$ cat src/rtl/instr_fetch_unit.sv
// Instruction fetch stage: owns the PC, fetches one word per request/ready
// handshake into the instruction register, and exposes decoded fields.
// The PC advances only when control signals retirement with pc_update.
module instr_fetch_unit #(
  parameter int          WIDTH    = 32,
  parameter logic [31:0] RESET_PC = 32'h0000_0000,
  parameter int          TIMEOUT  = 16
) (
  input  logic             clk,
  input  logic             rst,
  input  logic             fetch_en,
  input  logic             pc_update,
  input  logic             PC_MUX_sel,
  input  logic             PC_stall,
  input  logic [WIDTH-1:0] branch_target,
  output logic             imem_req,
  output logic [WIDTH-1:0] imem_addr,
  input  logic [WIDTH-1:0] imem_rdata,
  input  logic             imem_ready,
  output logic [WIDTH-1:0] pc,
  output logic [WIDTH-1:0] pc_plus4,
  output logic [WIDTH-1:0] instr,
  output logic [6:0]       opcode,
  output logic [2:0]       func3,
  output logic [6:0]       func7,
  output logic [4:0]       rd,
  output logic [4:0]       rs1,
  output logic [4:0]       rs2,
  output logic             inst_valid,
  output logic             fetch_err,
  output logic             misalign_err
);

  typedef enum logic [1:0] {IDLE, REQ, HOLD} state_t;

  localparam int CW = $clog2(TIMEOUT + 1);
  localparam logic [CW-1:0] CNT_LAST = CW'(TIMEOUT - 1);

  state_t          state_reg, state_next;
  logic [CW-1:0]   cnt_reg;
  logic            pend_reg;
  logic [WIDTH-1:0] pc_reg;
  logic [WIDTH-1:0] instr_reg;
  logic            valid_reg;
  logic            fetch_err_reg;
  logic            misalign_reg;

  logic upd_ok;     // accepted retire pulse (never in REQ, never while stalled)
  logic bad_tgt;    // branch target not word-aligned
  logic start;      // begin a fetch this cycle
  logic got;        // memory returned the word
  logic tmo;        // last allowed REQ cycle expired without ready

  assign upd_ok  = pc_update && !PC_stall && (state_reg != REQ);
  assign bad_tgt = PC_MUX_sel && (branch_target[1:0] != 2'b00);
  // A fetch_en that coincided with a retire is replayed one cycle later so
  // the request goes out at the updated PC.
  assign start   = (state_reg == IDLE) && !upd_ok && !PC_stall && (fetch_en || pend_reg);
  assign got     = (state_reg == REQ) && imem_ready;
  assign tmo     = (state_reg == REQ) && !imem_ready && (cnt_reg == CNT_LAST);

  // State register; reset drops imem_req immediately since it decodes state.
  always_ff @(posedge clk or negedge rst) begin
    if (!rst) state_reg <= IDLE;
    else      state_reg <= state_next;
  end

  // Next-state logic; a retire always returns the FSM to IDLE.
  always_comb begin
    state_next = state_reg;
    case (state_reg)
      IDLE:    if (start) state_next = REQ;
      REQ:     if (got) state_next = HOLD;
               else if (tmo) state_next = IDLE;
      HOLD:    state_next = HOLD;
      default: state_next = IDLE;
    endcase
    if (upd_ok) state_next = IDLE;
  end

  // PC, instruction register, timeout counter and sticky error flags.
  always_ff @(posedge clk or negedge rst) begin
    if (!rst) begin
      pc_reg        <= RESET_PC;
      instr_reg     <= 32'h0000_0013;
      valid_reg     <= 1'b0;
      fetch_err_reg <= 1'b0;
      misalign_reg  <= 1'b0;
      cnt_reg       <= '0;
      pend_reg      <= 1'b0;
    end else begin
      pend_reg <= upd_ok && fetch_en;
      if ((state_reg == REQ) && !imem_ready && (cnt_reg != CNT_LAST))
        cnt_reg <= cnt_reg + 1'b1;
      else
        cnt_reg <= '0;
      if (got) begin
        instr_reg <= imem_rdata;
        valid_reg <= 1'b1;
      end
      if (tmo) fetch_err_reg <= 1'b1;
      if (upd_ok) begin
        valid_reg <= 1'b0;
        if (!PC_MUX_sel)  pc_reg <= pc_reg + WIDTH'(4);
        else if (bad_tgt) misalign_reg <= 1'b1;
        else              pc_reg <= branch_target;
      end
    end
  end

  assign imem_req     = (state_reg == REQ);
  assign imem_addr    = pc_reg;
  assign pc           = pc_reg;
  assign pc_plus4     = pc_reg + WIDTH'(4);
  assign instr        = instr_reg;
  assign opcode       = instr_reg[6:0];
  assign func3        = instr_reg[14:12];
  assign func7        = instr_reg[31:25];
  assign rd           = instr_reg[11:7];
  assign rs1          = instr_reg[19:15];
  assign rs2          = instr_reg[24:20];
  assign inst_valid   = valid_reg;
  assign fetch_err    = fetch_err_reg;
  assign misalign_err = misalign_reg;

endmodule

$ cat config.mk
export PLATFORM = sky130hd
export DESIGN_NAME = instr_fetch_unit
export DESIGN_NICKNAME = d
export VERILOG_FILES = /design/src/rtl/instr_fetch_unit.sv
export SDC_FILE = /design/constraint.sdc
export NUM_CORES = 1
export LEC_CHECK = 0
export CAP_MARGIN = 20
export CORE_MARGIN = 2
export CORE_UTILIZATION = 43
export DETAILED_ROUTE_END_ITERATION = 7
export PLACE_DENSITY = 0.87
export RECOVER_POWER = 100
export SYNTH_ARGS = -nofsm -noshare
export SYNTH_HDL_FRONTEND = slang
export SYNTH_SLANG_ARGS = --single-unit
$ cat constraint.sdc
create_clock -name clk -period 5.9 [get_ports clk]
set_input_delay 0.59 -clock clk [delete_from_list [all_inputs] [get_ports clk]]
set_output_delay 0.59 -clock clk [all_outputs]
set_load 0.02 [all_outputs]
# Word-level counts from Yosys, hierarchy flattened
# Cells that the tools add are included.
[word_totals]
reg_bits = 75
latch_bits = 0
mem_bits_rw = 0
rom_bits = 0
inputBits = 71
wordCells = 49
memories = 0
[classes]
add_sub_neg = 2
multipliers = 0
n_div = 0
magnitude_cmp = 0
eq_ne = 8
shifts = 0
muxes = 10
bitwise_logic = 0
reduce_logical = 21
[op_table]
columns = ["op", "count"]
rows = [
  ["2-to-1 mux 32 bit", 2],
  ["adder 32 x 3 -> 32 bit (second input constant)", 1],
  ["logical AND 1 bit", 11],
  ["2-to-1 mux 2 bit", 4],
  ["case mux 2 bit (3 select lines)", 1],
  ["adder 5 x 1 -> 5 bit (second input constant)", 1],
  ["== test 5 x 4 -> 1 bit (second input constant)", 1],
  ["2-to-1 mux 5 bit", 1],
  ["inequality test 5 x 4 -> 1 bit (second input constant)", 1],
  ["inequality test 4 x 1 -> 1 bit (second input constant)", 1],
  ["AND reduction 2 bit", 2],
  ["nonzero test 2 bit", 2],
  ["zero test 1 bit", 3],
  ["inequality test 3 bit (second input constant)", 1],
  ["AND reduction 3 bit", 1],
  ["== test 2 x 1 -> 1 bit (second input constant)", 1],
  ["== test 2 bit (second input constant)", 1],
  ["zero test 2 bit", 1],
  ["2-to-1 mux 1 bit", 2],
  ["inequality test 2 x 1 -> 1 bit (second input constant)", 1],
  ["inequality test 2 bit (second input constant)", 1],
  ["logical OR 1 bit", 1],
]

# Logic depth before layout (Yosys ltp)
# Gate-level depths: netlist of run 1.
[depth]
word_depth = 10
mapped_depth = 8

# Least setup slack after synthesis of run 1
# No wires, ideal clock.
[synth_timing]
kind = "flip-flop to output port"
startpoint = "register pc_reg[2] (netlist: imem_addr[2])"
endpoint = "output pc_plus4[30]"
arrival_ns = 2.127
t_required_ns = 5.310
setup_slack_ns = 3.183
path_stages_with_launch = 6
n_path_buf = 0
path_cell_list = "dfrtp_1 -> ha_1 -> nand3_1 -> or4_4 -> or2_4 -> xnor2_1"
[synth_via]
elab_chain_cells = 1
[synth_rtl]
columns = ["item", "line", "source"]
rows = [
  ["from (decl)", "42", "logic [WIDTH-1:0] pc_reg;"],
  ["from (signal assigned)", "104", "if (!PC_MUX_sel) pc_reg <= pc_reg + WIDTH'(4);"],
  ["from (signal assigned)", "106", "else pc_reg <= branch_target;"],
  ["adder 32 x 3 -> 32 bit", "114", "assign pc_plus4 = pc_reg + WIDTH'(4);"],
  ["to (decl)", "21", "output logic [WIDTH-1:0] pc_plus4,"],
]
# Every way passes these cells.

# Worst setup path after layout of run 1
[layout_timing]
startpoint = "input PC_MUX_sel"
endpoint = "register pc_reg[18] (netlist: imem_addr[18])"
[layout_via]
elab_chain_cells = 3
word_cells_on_any_way = 4
cone_classes = "eq/ne: 1; mux: 1; reduce/logical: 2"
[layout_rtl]
columns = ["item", "line", "source"]
rows = [
  ["from (decl)", "13", "input logic PC_MUX_sel,"],
  ["logical AND 1 bit", "55", "assign bad_tgt = PC_MUX_sel && (branch_target[1:0] != 2'b00);"],
  ["inequality test 2 bit (no line)", "n/a", ""],
  ["AND reduction 2 bit (no line)", "n/a", ""],
]
# Parallel ways exist; a longest one is shown, timed or not.
# A chain may end at the register's enable or synchronous reset.

==> results of run 1 <==
cells by family after synthesis:
family | after synthesis | share of synthesized area, %
AO/OA/AOI/OAI | 85 | 12.2
XOR/XNOR | 30 | 5.90
adder cells (fa/ha/maj) | 3 | 0.842
buffers and inverters | 97 | 13.8
flip-flops | 75 | 42.2
multiplexers | 38 | 9.43
AND/OR/NAND/NOR | 127 | 15.6
metal layers:
| layer | up-vias | track usage [%] |
|---|---|---|
| met5 | - | 0 |
| met4 | 0 | 8.74 |
| met3 | 17 | 6.31 |
| met2 | 184 | 44.2 |
| met1 | 1934 | 28.8 |
| li1 | 1844 | - |
power groups by stage:
stage	sequential (mW)	combinational (mW)	clock [mW]
6_report	0.895	1.56	0.370
5_1_grt	0.930	1.64	0.402
4_1_cts	0.911	1.73	0.377
3_5_place_dp	0.920	1.72	0
3_3_place_gp	0.893	1.70	0
2_1_floorplan	1.07	0.838	0
metrics by stage:
step	cells	instance area [sq um]
after global routing	757	6550
after CTS	757	6610
after detailed placement	741	6430
after global placement	740	6420
after floorplan	455	4460
final	757	6550
worst max-delay path, stage by stage:
cell and delay, ns:
dlygate4sd3_1 0.52, clkbuf_1 1.10, inv_1 0.15, o21ai_0 1.20, clkbuf_1 0.73, a21oi_1 0.12
o22a_1 0.31
cell usage in the layout (no fill, tap or decap), drive strengths merged, types with 3 or more instances in the layout:
| cell | synthesis | final |
|---|---|---|
| a21oi | 21 | 21 |
| a22oi | 3 | 3 |
| a2bb2oi | 8 | 8 |
| and2 | 3 | 3 |
| and3 | 4 | 4 |
| clkbuf | 16 | 15 |
| clkdlybuf4s50 | 0 | 70 |
| clkinv | 0 | 3 |
| clkinvlp | 0 | 3 |
| dfrtp | 72 | 72 |
| dfstp | 3 | 3 |
| dlygate4sd3 | 0 | 163 |
| ha | 3 | 3 |
| inv | 8 | 8 |
| mux2 | 32 | 32 |
| mux2i | 6 | 6 |
| nand2 | 39 | 39 |
| nand3 | 18 | 18 |
| nand4 | 11 | 11 |
| nor2 | 30 | 30 |
| nor3 | 5 | 5 |
| nor4 | 5 | 5 |
| o21ai | 23 | 23 |
| o22a | 4 | 4 |
| o22ai | 11 | 11 |
| or4 | 3 | 3 |
| xnor2 | 22 | 22 |
| xor2 | 8 | 8 |
cell type report:
| type | count | area (sq um) |
|---|---|---|
| clock buffer | 10 | 138 |
| clock inverter | 6 | 41.3 |
| fill | 840 | 3630 |
| inverter | 8 | 30.0 |
| multi-input combinational | 283 | 1940 |
| sequential | 75 | 1880 |
| tap | 136 | 170 |
| timing repair buffer | 239 | 2360 |
path summary, 6_finish.rpt:
path | endpoint | slack (ns) | depth (start not counted)
worst min-delay path | cnt_reg[0] | 0.46 | 1
worst max register to register | imem_addr[10] | 2.82 | 7
worst max-delay path | imem_addr[18] | 1.41 | 7
worst min register to register | cnt_reg[0] | 0.46 | 1
max in group asynchronous | cnt_reg[4] | 1.92 | 1
min in group asynchronous | imem_addr[13] | 1.66 | 1
==> flow_metrics.env, run 1 <==
export IMPL_vdd_drop_max_mv=0.254
export IMPL_clockBufferDepth=2
export IMPL_worst_pin_slew_ns=4.12
export IMPL_cts_resized=0
export IMPL_power_density_nw_per_um2=432
export IMPL_die_x_um=106
export IMPL_arrival_ns=4.73
export IMPL_die_y_um=106
export IMPL_viasPerCell=5.26
export IMPL_synthFlopType="dfrtp_1"
export IMPL_leakage_nw=2.73
export IMPL_drc=0
export IMPL_p_sw_mw=1.26
export IMPL_fin_ws_ns=1.41
export IMPL_vias=3979
export IMPL_post_route_min_period_ns=4.49
export IMPL_fin_tns_setup_ns=0
export IMPL_end_kind="register"
export IMPL_drv_slew=158
export IMPL_hold_path_startpoint="cnt_reg[0]"
export IMPL_postCtsHoldBufs=0
export IMPL_drt_iter0_markers=222
export IMPL_drtAntennaViolNets=0
export IMPL_wl_met2_um=7210
export IMPL_ios=235
export IMPL_synth_top_area_share_pct=40.4
export IMPL_synth_cells=455
export IMPL_crit_start="PC_MUX_sel"
export IMPL_dp_hpwl_um=10400
export IMPL_synth_area_leaders="dfrtp_1 (40%), buf_4 (11%), mux2_2 (8.1%), xnor2_1 (4.3%), nand2_1 (3.3%)"
export IMPL_p_total_mw=2.83
export IMPL_num_nets_final=690
export IMPL_clkLatencyLatePin_ns=0.35
export IMPL_violations="max-capacitance violations, max-slew violations"
export IMPL_grt_util_all_layers_pct=24.8
export IMPL_post_drt_wl_per_cell_um=18.3
export IMPL_holdWs_ns=0.461
export IMPL_clock_sinks=75
export IMPL_fmax_ghz=0.223
export IMPL_post_cts_buffers=0
export IMPL_yosysSeqAreaShare_pct=42.2
export IMPL_cts_tree="built"
export IMPL_met1_length_um=5260
export IMPL_num_antenna_cells=0
export IMPL_rows=37
export IMPL_synth_enable_flop_cells=0
export IMPL_hold_class="register to register"
export IMPL_top_layer_used="met4"
export IMPL_synth_cell_types=56
export IMPL_path_clk_slew_ns=0.08
export IMPL_synth_most_common_cell="dfrtp_1"
export IMPL_gp_congestion=0.840
export IMPL_areaGrowthSynthToFinish_pct=47.1
export IMPL_drive_above_1_share_pct=10.1
export IMPL_synth_seq_cells=75
export IMPL_drt_pass1_iterations=5
export IMPL_yosysWarnings=0
export IMPL_grt_overflow=0
export IMPL_synth_nets=529
export IMPL_grt_pass1_wl_um=21800
export IMPL_seq_power_share_pct=31.6
export IMPL_critPathKind="input port to register"
export IMPL_syn_avg_cell_area_sq_um=9.80
export IMPL_worst_endpoint_required_ns=6.14
export IMPL_netlist_area_sq_um=4460
export IMPL_wl_met3_um=1140
export IMPL_wl_um=13800
export IMPL_utilization_pct=64.3
export IMPL_grt_pass1_vias=4089
export IMPL_cts_inserted_buffers=9
export IMPL_fin_crit_sh_pct=76.1
export IMPL_p_comb_share_pct=55.3
export IMPL_relSlewSlack_pct=-174
export IMPL_maxCapViolations=4
export IMPL_critPathMaxFanout=32
export IMPL_sw_frac_of_total_pct=44.4
export IMPL_cts_root_buf="clkbuf_8"
export IMPL_startpoint_type="input port"
export IMPL_synthTopCellsByCount="dfrtp_1 (72), buf_4 (66), nand2_1 (39)"
export IMPL_start_util_pct=43.8
export IMPL_fin_worst_skew_ns=0.00583
export IMPL_rsz0062_at_grt="false"
export IMPL_hold_viol=0
export IMPL_r2r_start="state_reg[1]"
export IMPL_clock_power_share_pct=13.1
export IMPL_die_area_sq_um=11200
export IMPL_synthArstFlopShare_pct=100
export IMPL_setup_viol=0
export IMPL_status="finished with violations"
export IMPL_core_sq_um=10200
export IMPL_synth_top_cell_by_area="dfrtp_1"
export IMPL_grt_max_degree=76
export IMPL_place_ws_ns=2.65
export IMPL_internal_power_mw=1.57
export IMPL_port_buffers=234
export IMPL_antenna_found_initial=0
export IMPL_cts_max_level=3
(Power assumes the default switching activity.)
==> run 2, diff against run 1 <==
Settings changed: CORE_UTILIZATION 43 to 40, PLACE_DENSITY 0.87 to 0.81.
Clock period 5.9 ns to 4.65 ns, I/O delays scaled along.
==> run 2 against run 1 <==
  * The flow still finishes with violations (max-capacitance violations, max-slew violations)
  * Worst setup slack got worse by 0.67 ns
  * Critical path depth is 2 lower
  * Register-to-register slack worse by 0.84 ns
  * Sequential share of layout area down 0.24 points
  * Global-route usage fell by 3.0 points
  * First-iteration DRC count shrank 0.45%
  * Via count increased by 0.96%
  * Cell count is 0.66% higher
  * Core utilization down 3.4 points
  * Power up 27%
  * Critical endpoint is now pc_plus4[27]
  * Largest cell class unchanged
==> flow_metrics.env, run 2 (synthesis results as in run 1) <==
export IMPL_start_util_pct=41.1
export IMPL_critPathTopFamily="simple AND/OR/NAND/NOR gates"
export IMPL_worst_endpoint_required_ns=4.18
export IMPL_grt_pass1_vias=3770
export IMPL_grt_max_degree=76
export IMPL_cp_num_cells=5
export IMPL_core_sq_um=10800
export IMPL_drv_slew=33
export IMPL_grt_pass1_wl_um=20000
export IMPL_worst_pin_slew_ns=1.68
export IMPL_clkLatencyLatePin_ns=0.35
export IMPL_die_y_um=110
export IMPL_drtAntennaViolNets=0
export IMPL_post_drt_wl_per_cell_um=18.0
export IMPL_gp_congestion=0.814
export IMPL_cts_max_level=3
export IMPL_arrival_ns=3.44
export IMPL_areaGrowthSynthToFinish_pct=48.3
export IMPL_die_area_sq_um=12000
export IMPL_slowest_stage="nor4_1"
export IMPL_path_clk_slew_ns=0.10
export IMPL_fin_worst_skew_ns=0.0165
export IMPL_grt_util_all_layers_pct=21.8
export IMPL_critPathKind="register to output pin"
export IMPL_dp_hpwl_um=10300
export IMPL_num_antenna_cells=0
export IMPL_slowest_delay_ns=1.03
export IMPL_hold_class="input port to asynchronous set/reset pin"
export IMPL_status="finished with violations"
export IMPL_antenna_found_initial=0
export IMPL_ios=235
export IMPL_hold_viol=0
export IMPL_post_route_min_period_ns=3.91
export IMPL_drt_pass1_iterations=4
export IMPL_setup_viol=0
export IMPL_viasPerCell=5.27
export IMPL_mostFrequentLayoutCells="dlygate4sd3_1 (164), dfrtp_1 (72), clkdlybuf4s50_1 (69)"
export IMPL_cts_resized=0
export IMPL_startpoint_type="register"
export IMPL_port_buffers=234
export IMPL_power_density_nw_per_um2=545
export IMPL_vdd_drop_max_mv=0.390
export IMPL_relSlewSlack_pct=-12.3
export IMPL_rsz0062_at_grt="false"
export IMPL_path_cells="nand3_2 -> nor4_1 -> nand4_1 -> xnor2_1 -> dlygate4sd3_1"
export IMPL_cts_root_buf="clkbuf_8"
export IMPL_maxCapViolations=1
export IMPL_fin_tns_setup_ns=0
export IMPL_r2r_start="state_reg[1]"
export IMPL_drt_iter0_markers=221
export IMPL_critPathMaxFanout=8
export IMPL_rows=38
export IMPL_fin_crit_sh_pct=84.0
export IMPL_violations="max-capacitance violations, max-slew violations"
export IMPL_post_cts_buffers=0
export IMPL_postCtsHoldBufs=0
export IMPL_p_total_mw=3.60
export IMPL_wl_um=13800
export IMPL_crit_buf_inv=1
export IMPL_r2r_setup_slack_ns=1.98
export IMPL_r2r_cells=5
export IMPL_drc=0
export IMPL_num_nets_final=691
export IMPL_die_x_um=110
export IMPL_drive_above_1_share_pct=10.8
export IMPL_fmax_ghz=0.256
export IMPL_leakage_nw=2.78
export IMPL_r2r_end="instr[20]"
export IMPL_layout_commonest_cell="dlygate4sd3_1"
export IMPL_vias=4017
export IMPL_grt_overflow=0
export IMPL_cts_tree="built"
export IMPL_clockBufferDepth=2
export IMPL_end_kind="output pin"
export IMPL_cts_inserted_buffers=9
export IMPL_clock_sinks=75
[run 2: cell types whose count changed in the layout (fill, tap and decap cells not counted), sizes merged]
| cell | before | now |
|---|---|---|
| inv | 8 | 13 |
| buf | 1 | 5 |
| clkbuf | 15 | 11 |
| clkinvlp | 3 | 0 |
| clkdlybuf4s50 | 70 | 69 |
| clkinv | 3 | 2 |
| dlygate4sd3 | 163 | 164 |
[run 2: worst max path at each step]
stage	endpoint	from
after global placement	imem_addr[18]	PC_MUX_sel
after floorplan	pc_plus4[30]	imem_addr[2]
after detailed placement	imem_addr[18]	PC_MUX_sel
final	pc_plus4[27]	imem_addr[4]
after CTS	pc_plus4[26]	imem_addr[2]
after global routing	pc_plus4[27]	imem_addr[4]
[run 2: through the flow]
stage          cell area (sq um)  util (%)  worst slack (ns)  cells  hold slack [ns]
6_report                    6610      61.0             0.744    762            0.236
5_1_grt                     6610      61.0             0.549    762            0.310
4_1_cts                     6620      61.1              1.18    761            0.295
3_5_place_dp                6430      59.3              1.56    745            0.460
3_3_place_gp                6430      59.3              1.64    745            0.439
2_1_floorplan               4460         -              2.06    455            0.169
[run 2: cell type report]
type	count	area [sq um]
tap	140	175
timing repair buffer	240	2380
clock inverter	7	66.3
multi-input combinational	283	1950
inverter	8	30.0
clock buffer	9	124
sequential	75	1880
fill	917	4230
[run 2: worst reg2reg max path, stage by stage (launching register included)]
cell      delay [ns]
dfrtp_1         0.37
nand2b_1        0.22
inv_1           0.16
nand2_1         0.12
clkbuf_1        1.22
mux2_2          0.46
[run 2: layer usage]
| layer | up-vias | global-route usage, % | wire length (um) |
|---|---|---|---|
| met5 | - | 0 | 0 |
| met4 | 0 | 7.41 | 245 |
| met3 | 19 | 5.69 | 1180 |
| met2 | 189 | 38.4 | 6950 |
| met1 | 1954 | 25.5 | 5380 |
| li1 | 1855 | - | - |
[run 2: report_power, final]
part	internal (mW)	switching (mW)	total (mW)
combinational	0.914	1.06	1.98
clock	0.209	0.282	0.491
sequential	0.876	0.260	1.14
total	2.00	1.61	3.60
